### config.mk
export PLATFORM = sky130hd
export DESIGN_NAME = frog_game_ctrl
export DESIGN_NICKNAME = d
export VERILOG_FILES = /design/src/rtl/frog_pkg.sv /design/src/rtl/button_debounce.sv /design/src/rtl/frog_game_ctrl.sv
export SDC_FILE = /design/constraint.sdc
export NUM_CORES = 1
export LEC_CHECK = 0
export CAP_MARGIN = 5
export CORE_MARGIN = 2
export CORE_UTILIZATION = 52
export DETAILED_ROUTE_END_ITERATION = 6
export HOLD_SLACK_MARGIN = 0.03
export PLACE_DENSITY = 0.86
export SKIP_CTS_REPAIR_TIMING = 1
export SLEW_MARGIN = 20
export SYNTH_ARGS = -nofsm -noshare
export SYNTH_HDL_FRONTEND = slang
export SYNTH_SLANG_ARGS = --single-unit
### constraint.sdc
create_clock -name clk -period 4.15 [get_ports clk]
set_clock_uncertainty 0.2 [all_clocks]
set_input_delay 0.415 -clock clk [delete_from_list [all_inputs] [get_ports clk]]
set_output_delay 0.415 -clock clk [all_outputs]
set_load 0.005 [all_outputs]
### src/rtl/frog_pkg.sv
// rtl/frog_pkg.sv - shared types and constants for the frog gameplay blocks
// Purpose: game state encoding, car/grid geometry used by the controller,
//          the display stage and the car movers.
// Ports:   none (package).
package frog_pkg;

    localparam int NUM_CARS      = 16;
    localparam int CELL_PX       = 32;
    localparam int COL_W         = 5;
    localparam int ROW_W         = 4;
    localparam int GRID_COLS_DEF = 640 / CELL_PX;
    localparam int GRID_ROWS_DEF = 480 / CELL_PX;

    typedef enum logic [1:0] {
        ST_PLAY      = 2'd0,
        ST_FREEZE    = 2'd1,
        ST_GAME_OVER = 2'd2
    } game_state_e;

endpackage

### src/rtl/button_debounce.sv
// rtl/button_debounce.sv - synchroniser, stability filter and press pulse for one button
// Purpose: condition one raw asynchronous button into a single-cycle press pulse.
// Ports:   clk, rst_n       - clock, synchronous active-low reset
//          btn_i            - raw asynchronous active-high button
//          press_o          - one-cycle pulse on each debounced 0->1 transition
module button_debounce #(
    parameter int DEBOUNCE_CYC = 250_000
) (
    input  logic clk,
    input  logic rst_n,
    input  logic btn_i,
    output logic press_o
);

    localparam int CNT_W = (DEBOUNCE_CYC > 1) ? $clog2(DEBOUNCE_CYC) : 1;
    localparam logic [CNT_W-1:0] CNT_LAST = CNT_W'(DEBOUNCE_CYC - 1);

    logic             sync1_q, sync2_q;
    logic             level_q, level_d;
    logic             press_q, press_d;
    logic [CNT_W-1:0] cnt_q, cnt_d;

    // The counter only runs while the synchronised input disagrees with the
    // accepted level; any agreeing sample restarts the stability window.
    always_comb begin
        cnt_d   = '0;
        level_d = level_q;
        press_d = 1'b0;
        if (sync2_q != level_q) begin
            if (cnt_q == CNT_LAST) begin
                level_d = sync2_q;
                press_d = sync2_q;
            end else begin
                cnt_d = cnt_q + 1'b1;
            end
        end
    end

    always_ff @(posedge clk) begin
        if (!rst_n) begin
            sync1_q <= 1'b0;
            sync2_q <= 1'b0;
            level_q <= 1'b0;
            press_q <= 1'b0;
            cnt_q   <= '0;
        end else begin
            sync1_q <= btn_i;
            sync2_q <= sync1_q;
            level_q <= level_d;
            press_q <= press_d;
            cnt_q   <= cnt_d;
        end
    end

    assign press_o = press_q;

endmodule

### src/rtl/frog_game_ctrl.sv
// rtl/frog_game_ctrl.sv - frog position, collision, lives, level and game-over control
// Purpose: turns debounced direction presses into frog grid moves, detects
//          collisions against 16 cars, and runs the PLAY/FREEZE/GAME_OVER FSM.
// Ports:   clk, rst_n                          - clock, synchronous active-low reset
//          btn_up/down/left/right              - raw asynchronous buttons
//          car_x [80], car_y [64]              - packed car columns / rows
//          frog_col, frog_row, lives, level    - registered game state
//          game_over                           - high while in GAME_OVER
//          win_pulse                           - one-cycle pulse per crossing
module frog_game_ctrl
    import frog_pkg::*;
#(
    parameter int GRID_COLS    = 20,
    parameter int GRID_ROWS    = 15,
    parameter int START_COL    = 10,
    parameter int START_ROW    = 14,
    parameter int LIVES_INIT   = 3,
    parameter int DEBOUNCE_CYC = 250_000,
    parameter int FREEZE_CYC   = 25_000_000
) (
    input  logic                      clk,
    input  logic                      rst_n,
    input  logic                      btn_up,
    input  logic                      btn_down,
    input  logic                      btn_left,
    input  logic                      btn_right,
    input  logic [NUM_CARS*COL_W-1:0] car_x,
    input  logic [NUM_CARS*ROW_W-1:0] car_y,
    output logic [COL_W-1:0]          frog_col,
    output logic [ROW_W-1:0]          frog_row,
    output logic [1:0]                lives,
    output logic [3:0]                level,
    output logic                      game_over,
    output logic                      win_pulse
);

    localparam int FRZ_W = $clog2(FREEZE_CYC + 1);
    localparam logic [FRZ_W-1:0] FRZ_LOAD   = FRZ_W'(FREEZE_CYC - 1);
    localparam logic [COL_W-1:0] START_C    = COL_W'(START_COL);
    localparam logic [ROW_W-1:0] START_R    = ROW_W'(START_ROW);
    localparam logic [COL_W-1:0] COL_LAST   = COL_W'(GRID_COLS - 1);
    localparam logic [ROW_W-1:0] ROW_LAST   = ROW_W'(GRID_ROWS - 1);
    localparam logic [1:0]       LIVES_RST  = 2'(LIVES_INIT);

    game_state_e       state_q, state_d;
    logic [COL_W-1:0]  col_q, col_d;
    logic [ROW_W-1:0]  row_q, row_d;
    logic [1:0]        lives_q, lives_d;
    logic [3:0]        level_q, level_d;
    logic [FRZ_W-1:0]  frz_q, frz_d;
    logic              win_q, win_d;

    logic press_up, press_down, press_left, press_right;
    logic any_press;
    logic hit;

    button_debounce #(.DEBOUNCE_CYC(DEBOUNCE_CYC)) u_db_up (
        .clk(clk), .rst_n(rst_n), .btn_i(btn_up), .press_o(press_up)
    );
    button_debounce #(.DEBOUNCE_CYC(DEBOUNCE_CYC)) u_db_down (
        .clk(clk), .rst_n(rst_n), .btn_i(btn_down), .press_o(press_down)
    );
    button_debounce #(.DEBOUNCE_CYC(DEBOUNCE_CYC)) u_db_left (
        .clk(clk), .rst_n(rst_n), .btn_i(btn_left), .press_o(press_left)
    );
    button_debounce #(.DEBOUNCE_CYC(DEBOUNCE_CYC)) u_db_right (
        .clk(clk), .rst_n(rst_n), .btn_i(btn_right), .press_o(press_right)
    );

    assign any_press = press_up | press_down | press_left | press_right;

    // All cars compared in parallel against the registered frog position.
    always_comb begin
        hit = 1'b0;
        for (int k = 0; k < NUM_CARS; k++) begin
            if ((car_x[k*COL_W +: COL_W] == col_q) &&
                (car_y[k*ROW_W +: ROW_W] == row_q)) begin
                hit = 1'b1;
            end
        end
    end

    // State register and datapath registers.
    always_ff @(posedge clk) begin
        if (!rst_n) begin
            state_q <= ST_PLAY;
            col_q   <= START_C;
            row_q   <= START_R;
            lives_q <= LIVES_RST;
            level_q <= 4'd0;
            frz_q   <= '0;
            win_q   <= 1'b0;
        end else begin
            state_q <= state_d;
            col_q   <= col_d;
            row_q   <= row_d;
            lives_q <= lives_d;
            level_q <= level_d;
            frz_q   <= frz_d;
            win_q   <= win_d;
        end
    end

    // Next-state logic.
    always_comb begin
        state_d = state_q;
        case (state_q)
            ST_PLAY: begin
                if (hit) begin
                    state_d = (lives_q == 2'd1) ? ST_GAME_OVER : ST_FREEZE;
                end
            end
            ST_FREEZE: begin
                if (frz_q == '0) begin
                    state_d = ST_PLAY;
                end
            end
            ST_GAME_OVER: begin
                if (any_press) begin
                    state_d = ST_PLAY;
                end
            end
            default: state_d = ST_PLAY;
        endcase
    end

    // Datapath next values: hit beats the far bank, which beats any press.
    always_comb begin
        col_d   = col_q;
        row_d   = row_q;
        lives_d = lives_q;
        level_d = level_q;
        frz_d   = frz_q;
        win_d   = 1'b0;
        case (state_q)
            ST_PLAY: begin
                if (hit) begin
                    col_d   = START_C;
                    row_d   = START_R;
                    lives_d = lives_q - 1'b1;
                    if (lives_q != 2'd1) begin
                        frz_d = FRZ_LOAD;
                    end
                end else if (row_q == '0) begin
                    col_d = START_C;
                    row_d = START_R;
                    win_d = 1'b1;
                    if (level_q != 4'hF) begin
                        level_d = level_q + 1'b1;
                    end
                end else if (press_up) begin
                    if (row_q != '0) row_d = row_q - 1'b1;
                end else if (press_down) begin
                    if (row_q != ROW_LAST) row_d = row_q + 1'b1;
                end else if (press_left) begin
                    if (col_q != '0) col_d = col_q - 1'b1;
                end else if (press_right) begin
                    if (col_q != COL_LAST) col_d = col_q + 1'b1;
                end
            end
            ST_FREEZE: begin
                if (frz_q != '0) begin
                    frz_d = frz_q - 1'b1;
                end
            end
            ST_GAME_OVER: begin
                col_d   = START_C;
                row_d   = START_R;
                lives_d = 2'd0;
                if (any_press) begin
                    lives_d = LIVES_RST;
                    level_d = 4'd0;
                end
            end
            default: ;
        endcase
    end

    // Outputs.
    always_comb begin
        frog_col  = col_q;
        frog_row  = row_q;
        lives     = lives_q;
        level     = level_q;
        win_pulse = win_q;
        game_over = (state_q == ST_GAME_OVER);
    end

endmodule

; After elaboration in Yosys (flattened, before gate mapping)
; Cells that the tools add are included.
[totals]
register_bits = 131
input_bits = 150
output_inout_bits = 17
[op_classes]
addsub = 11
eq_ne = 63
mux = 50
bitwise = 9
reduce_logical = 43
[op_table]
columns = cell, n
row1 = $eq A5 B5 Y1, 16
row2 = $mux W25, 3
row3 = $add A18 B1 Y18 const B, 4
row4 = $eq A18 B18 Y1 const B, 4
row5 = $eq A4 B4 Y1, 16
row6 = $pmux W25 S2, 1
row7 = $mux W4, 10
row8 = $mux W5, 8
row9 = $logic_not A25 Y1, 1
row10 = $reduce_bool A25 Y1, 1
row11 = $sub A25 B1 Y25 const B, 1
row12 = $mux W1, 17
row13 = $logic_and A1 B1 Y1, 16
row14 = $ne A4 B4 Y1 const B, 4
row15 = $pmux W4 S2, 2
row16 = $ne A5 B5 Y1 const B, 3
row17 = $reduce_and A3 Y1, 5
row18 = $reduce_or A3 Y1, 5
row19 = $ne A2 B2 Y1 const B, 7
row20 = $mux W2, 6
row21 = $ne A5 B3 Y1 const B, 2
row22 = $ne A5 B4 Y1 const B, 2
row23 = $pmux W5 S2, 1
row24 = $reduce_and A2 Y1, 5
row25 = other kinds (21), 36

; Depth between registers and ports, before layout
[depth]
word_depth = 20
ltp_mapped = 11
ltp_nobuf = 9

; Cells and area by module
; From an unflattened synthesis, not the netlist that was laid out.
[hier_totals]
cells_unflattened = 938
area_unflattened_um2 = 7986.4
[by_module_without_submodules]
columns = mod, instances, cells_each, area_each_um2, seq_area_each_um2
row1 = frog_game_ctrl, 1, 510, 4092.7, 860.8
row2 = button_debounce, 4, 107, 973.4, 440.4

; Worst setup path before layout
; Ideal clock, no wire load.
[synth_timing]
kind = register to register
start = reg frz_q[0]
end = reg frz_q[19]
setup_time_ps = 122
t_arrival_ps = 2737
t_required_ps = 3828
path_slack_ps = 1091
stages_incl_launch_ff = 11
n_path_buf = 2
period_less_slack_ps = 3059
path_cell_list = dfxtp_1 inv_1 ha_1 nand2_1 or4b_1 clkbuf_2 or4_4 o41ai_4 buf_6 nor2_1 o311a_1
[synth_between]
elab_chain_len = 3
word_cells_on_any_way = 6
classes_between = add/sub (1) / eq/ne (1) / mux (2) / reduce/logical (2)
[synth_rtl]
columns = element, line_no
row1 = from (decl), frog_game_ctrl.sv:50  ; logic [FRZ_W-1:0] frz_q, frz_d;
row2 = from (signal assigned), frog_game_ctrl.sv:99  ; frz_q <= frz_d;
row3 = $sub A25 B1 Y25 / $reduce_bool A25 Y1 (equally long branches), "frog_game_ctrl.sv:163, frog_game_ctrl.sv:162"
row4 = $mux W25 / $ne A2 B2 Y1 (equally long branches), n/a
row5 = $pmux W25 S2 / $reduce_and A4 Y1 (equally long branches), n/a
; Parallel ways exist; a longest one is shown, timed or not. The select of a mux whose other input is x is not followed.
; A chain may end at the register's enable or synchronous reset.

; Final worst setup path
[layout_timing]
start = reg frz_q[0]
end = reg frz_q[11]
; Same word-level chain as after synthesis.

==> impl_metrics.env <==
export IMPL_cts_root_buffer="clkbuf_16"
export IMPL_crit_buf_inv=2
export IMPL_ys_flop_type="dfxtp_1"
export IMPL_htreeDepth=4
export IMPL_start_kind="register"
export IMPL_holdWs_ns=0.233
export IMPL_grt_pass1_vias=7258
export IMPL_crit_end="frz_q[11]$_SDFFE_PN0P_"
export IMPL_layout_nets=1239
export IMPL_place_gp_congestion=0.928
export IMPL_cts_tree="done"
export IMPL_crit_family="simple AND/OR/NAND/NOR gates"
export IMPL_antenna_found_initial=0
export IMPL_hold_viol=0
export IMPL_r2r_end="frz_q[11]$_SDFFE_PN0P_"
export IMPL_core_region_area_sq_mm=0.0144
export IMPL_worstSkewPairLatency_ns=0.42
export IMPL_port_buffers=166
export IMPL_syn_area_sq_mm=0.00764
export IMPL_dieArea_sq_mm=0.0157
export IMPL_synth_area_per_cell_sq_um=8.39
export IMPL_cellPowerDensity_mw_per_mm2=317
export IMPL_drive_gt1_frac=0.0543
export IMPL_die_width_um=125
export IMPL_cts_buffers=17
export IMPL_clock_sinks=131
export IMPL_ys_warn_count=0
export IMPL_drv_cap=0
export IMPL_synthArstFlopShare=0
export IMPL_remaining_drc_errors=0
export IMPL_relSlewSlack=0.391
export IMPL_slowest_delay_ns=0.62
export IMPL_rows=44
export IMPL_ys_seq_area_frac=0.343
export IMPL_reg2reg_depth=9
export IMPL_ios=167
export IMPL_area_growth_pct=31.8
export IMPL_p_leak_nw=3.63
export IMPL_vias=7187
export IMPL_path_cells="inv_1 -> ha_1 -> nand2_1 -> or4b_1 -> or4_4 -> o41ai_4 -> buf_4 -> a22oi_1 -> o221a_2"
export IMPL_layoutNonFillerInstCount=1271
export IMPL_diodes=0
export IMPL_synth_cells=911
export IMPL_ys_ff_latch=131
export IMPL_overflow=0
export IMPL_grt_use_total=0.274
export IMPL_grt_max_degree=25
export IMPL_path_max_fanout=12
export IMPL_stdcell_area_sq_mm=0.0101
export IMPL_status="complete, no violations"
export IMPL_critPathSlowestCell="or4b_1"
export IMPL_clockBufferDepth=2
export IMPL_final_antenna_net_count=0
export IMPL_hpwlAfterDp_um=15300
export IMPL_dp_cells=1240
export IMPL_hold_path_depth=1
export IMPL_start_util=0.530
export IMPL_first_pass_iters=5
export IMPL_r2r_slack_ns=0.66
export IMPL_hold_class="reg2reg"
export IMPL_rsz0062_at_grt="no"
export IMPL_drt_iter0_markers=445
export IMPL_synth_cell_types=56
export IMPL_tightestPinTransition_ns=0.905
export IMPL_cp_required_ns=4.26
export IMPL_cp_data_arrival_time_ns=3.60
export IMPL_finalPower_mw=3.19
export IMPL_drt_wl_total_um=21500
export IMPL_final_setup_viol_count=0
export IMPL_syn_nets=1075
export IMPL_clk_pin_slew_ns=0.06
export IMPL_clock_fmax_mhz=287
export IMPL_fin_setup_tns_ns=0
export IMPL_fp_dieH_um=125
export IMPL_path_class="reg2reg"
export IMPL_cp_depth=9
export IMPL_slew_viol_final=0
export IMPL_r2r_start="frz_q[0]$_SDFFE_PN0P_"
export IMPL_synth_edf_count=0
export IMPL_vdd_ir_drop_max_v=0.000293
export IMPL_vias_per_cell=5.65
export IMPL_grt_pass1_wl_um=35100
export IMPL_min_delay_start="u_db_down.sync1_q$_SDFF_PN0_"
export IMPL_cp_end_kind="register"
export IMPL_placed_cell_area_sq_mm=0.00949
export IMPL_timing_final_crit_share=0.840
export IMPL_min_period_ns=3.49
export IMPL_wl_per_cell_um=16.9
export IMPL_startpoint="frz_q[0]$_SDFFE_PN0P_"
## how the worst min path moves through the flow
| stage | slack (ns) | end |
|---|---|---|
| 2_1_floorplan | 0.21 | u_db_down.sync2_q$_SDFF_PN0_ |
| 3_3_place_gp | 0.22 | u_db_right.sync2_q$_SDFF_PN0_ |
| 3_5_place_dp | 0.22 | u_db_right.sync2_q$_SDFF_PN0_ |
| 4_1_cts | 0.23 | u_db_right.sync2_q$_SDFF_PN0_ |
| 5_1_grt | 0.26 | u_db_right.sync2_q$_SDFF_PN0_ |
| 6_report | 0.23 | u_db_down.sync2_q$_SDFF_PN0_ |
## sequential cells by signal (all words and copies together) (netlist names), 2 cells and up
register / cells
frog_row: 4
frog_col: 5
u_db_left.cnt_q: 18
state_q: 2
lives: 2
frz_q: 25
u_db_down.cnt_q: 18
u_db_right.cnt_q: 18
u_db_up.cnt_q: 18
level: 4
## cells by family (layout without fill, tap and decap cells)
group,count (synthesis),count (layout),share of synthesized area
and+or+nand+nor,379,379,0.251
xor gates and xnor gates,218,218,0.250
DFF,131,131,0.343
AOI/OAI and AO/OA,96,96,0.0851
buffers and inverters,67,243,0.0378
adders and majority gates,14,14,0.0249
muxes,6,6,0.00786
## power breakdown
part           switching, mW  internal, mW  total (mW)
clock network          0.539         0.953        1.49
registers             0.0201          1.28        1.30
logic                  0.177         0.226       0.402
## metrics by stage
stage | util | worst slack (ns)
CTS | 0.698 | 0.699
floorplan | - | 1.09
global route | 0.698 | 0.499
finish | 0.698 | 0.665
detailed placement | 0.658 | 0.822
global placement | 0.658 | 0.928
## cell usage in the layout, fill, tap and decap left out, types with 3 or more instances in the layout
| master | synthesis | routed |
|---|---|---|
| nor4b_1 | 8 | 8 |
| a21oi_1 | 27 | 27 |
| and3_1 | 12 | 12 |
| nand2b_1 | 7 | 7 |
| nand3b_1 | 4 | 4 |
| buf_4 | 2 | 19 |
| dfxtp_1 | 131 | 131 |
| a211oi_1 | 6 | 6 |
| o31ai_1 | 7 | 7 |
| o21ai_0 | 16 | 16 |
| a31oi_1 | 12 | 12 |
| nand4_1 | 34 | 34 |
| and4_1 | 4 | 4 |
| xnor2_1 | 144 | 144 |
| nor3_1 | 12 | 12 |
| nand2_1 | 53 | 53 |
| clkdlybuf4s50_1 | 0 | 166 |
| bufinv_16 | 0 | 3 |
| or3_1 | 12 | 12 |
| nand3_1 | 55 | 55 |
| clkbuf_1 | 17 | 3 |
| nor4_1 | 32 | 32 |
| nor2_1 | 118 | 118 |
| inv_1 | 27 | 27 |
| a21o_1 | 3 | 3 |
| and2_1 | 11 | 11 |
| mux2i_1 | 6 | 6 |
| or2_2 | 5 | 5 |
| xor2_1 | 74 | 74 |
| clkbuf_16 | 0 | 17 |
| clkinv_2 | 0 | 5 |
| a22oi_1 | 4 | 4 |
| ha_1 | 12 | 12 |
## worst register-to-register path, stage by stage (launching register included)
cell     delay [ns]
dfxtp_1        0.34
inv_1          0.09
ha_1           0.20
nand2_1        0.13
or4b_1         0.62
or4_4          0.58
o41ai_4        0.53
buf_4          0.28
a22oi_1        0.12
o221a_2        0.29
## cells in the mapped netlist, drive strengths merged, types with 2 or more instances
library cell,count,share of area
a21oi,27,0.018
nand2,53,0.026
or3,13,0.011
nor3b,2,0.0020
or4,4,0.0046
fa,2,0.0052
or2,5,0.0041
a22oi,4,0.0039
dfxtp,131,0.34
a31oi,12,0.0098
nor2b,2,0.0016
nor4b,8,0.0092
and2,11,0.0090
nor3,12,0.0079
nor2,118,0.058
xnor2,144,0.17
o211ai,2,0.0020
a2bb2oi,2,0.0023
a211oi,6,0.0059
nand2b,7,0.0057
and4b,2,0.0026
buf,22,0.016
xor2,74,0.085
ha,12,0.020
o21a,2,0.0020
o221a,2,0.0029
o21ai,16,0.010
and4,4,0.0046
mux2i,6,0.0079
o31ai,7,0.0069
nand4,34,0.028
nand3,55,0.036
and3,12,0.0098
a21o,3,0.0029
o41ai,3,0.0059
nor4,32,0.026
inv,27,0.013
clkbuf,18,0.0090
a221oi,2,0.0023
o311a,3,0.0041
nand3b,4,0.0039
## cell type report
cell class,instances,area (sq um)
Timing Repair Buffer,185,1800
Tap cell,184,230
Clock inverter,10,133
Inverter,27,101
Sequential cell,131,2620
Multi-Input combinational cell,713,4730
Clock buffer,21,450
Fill cell,1110,4350
## routing by layer
metal  part of all wire  vias to the layer above  track usage
met5                  0                        -            0
met4              0.033                        0        0.129
met3              0.064                       67       0.0655
met2               0.50                      312        0.485
met1               0.41                     3340        0.311
li1                   -                     3468            -
Power figures use the tool's default switching activity.
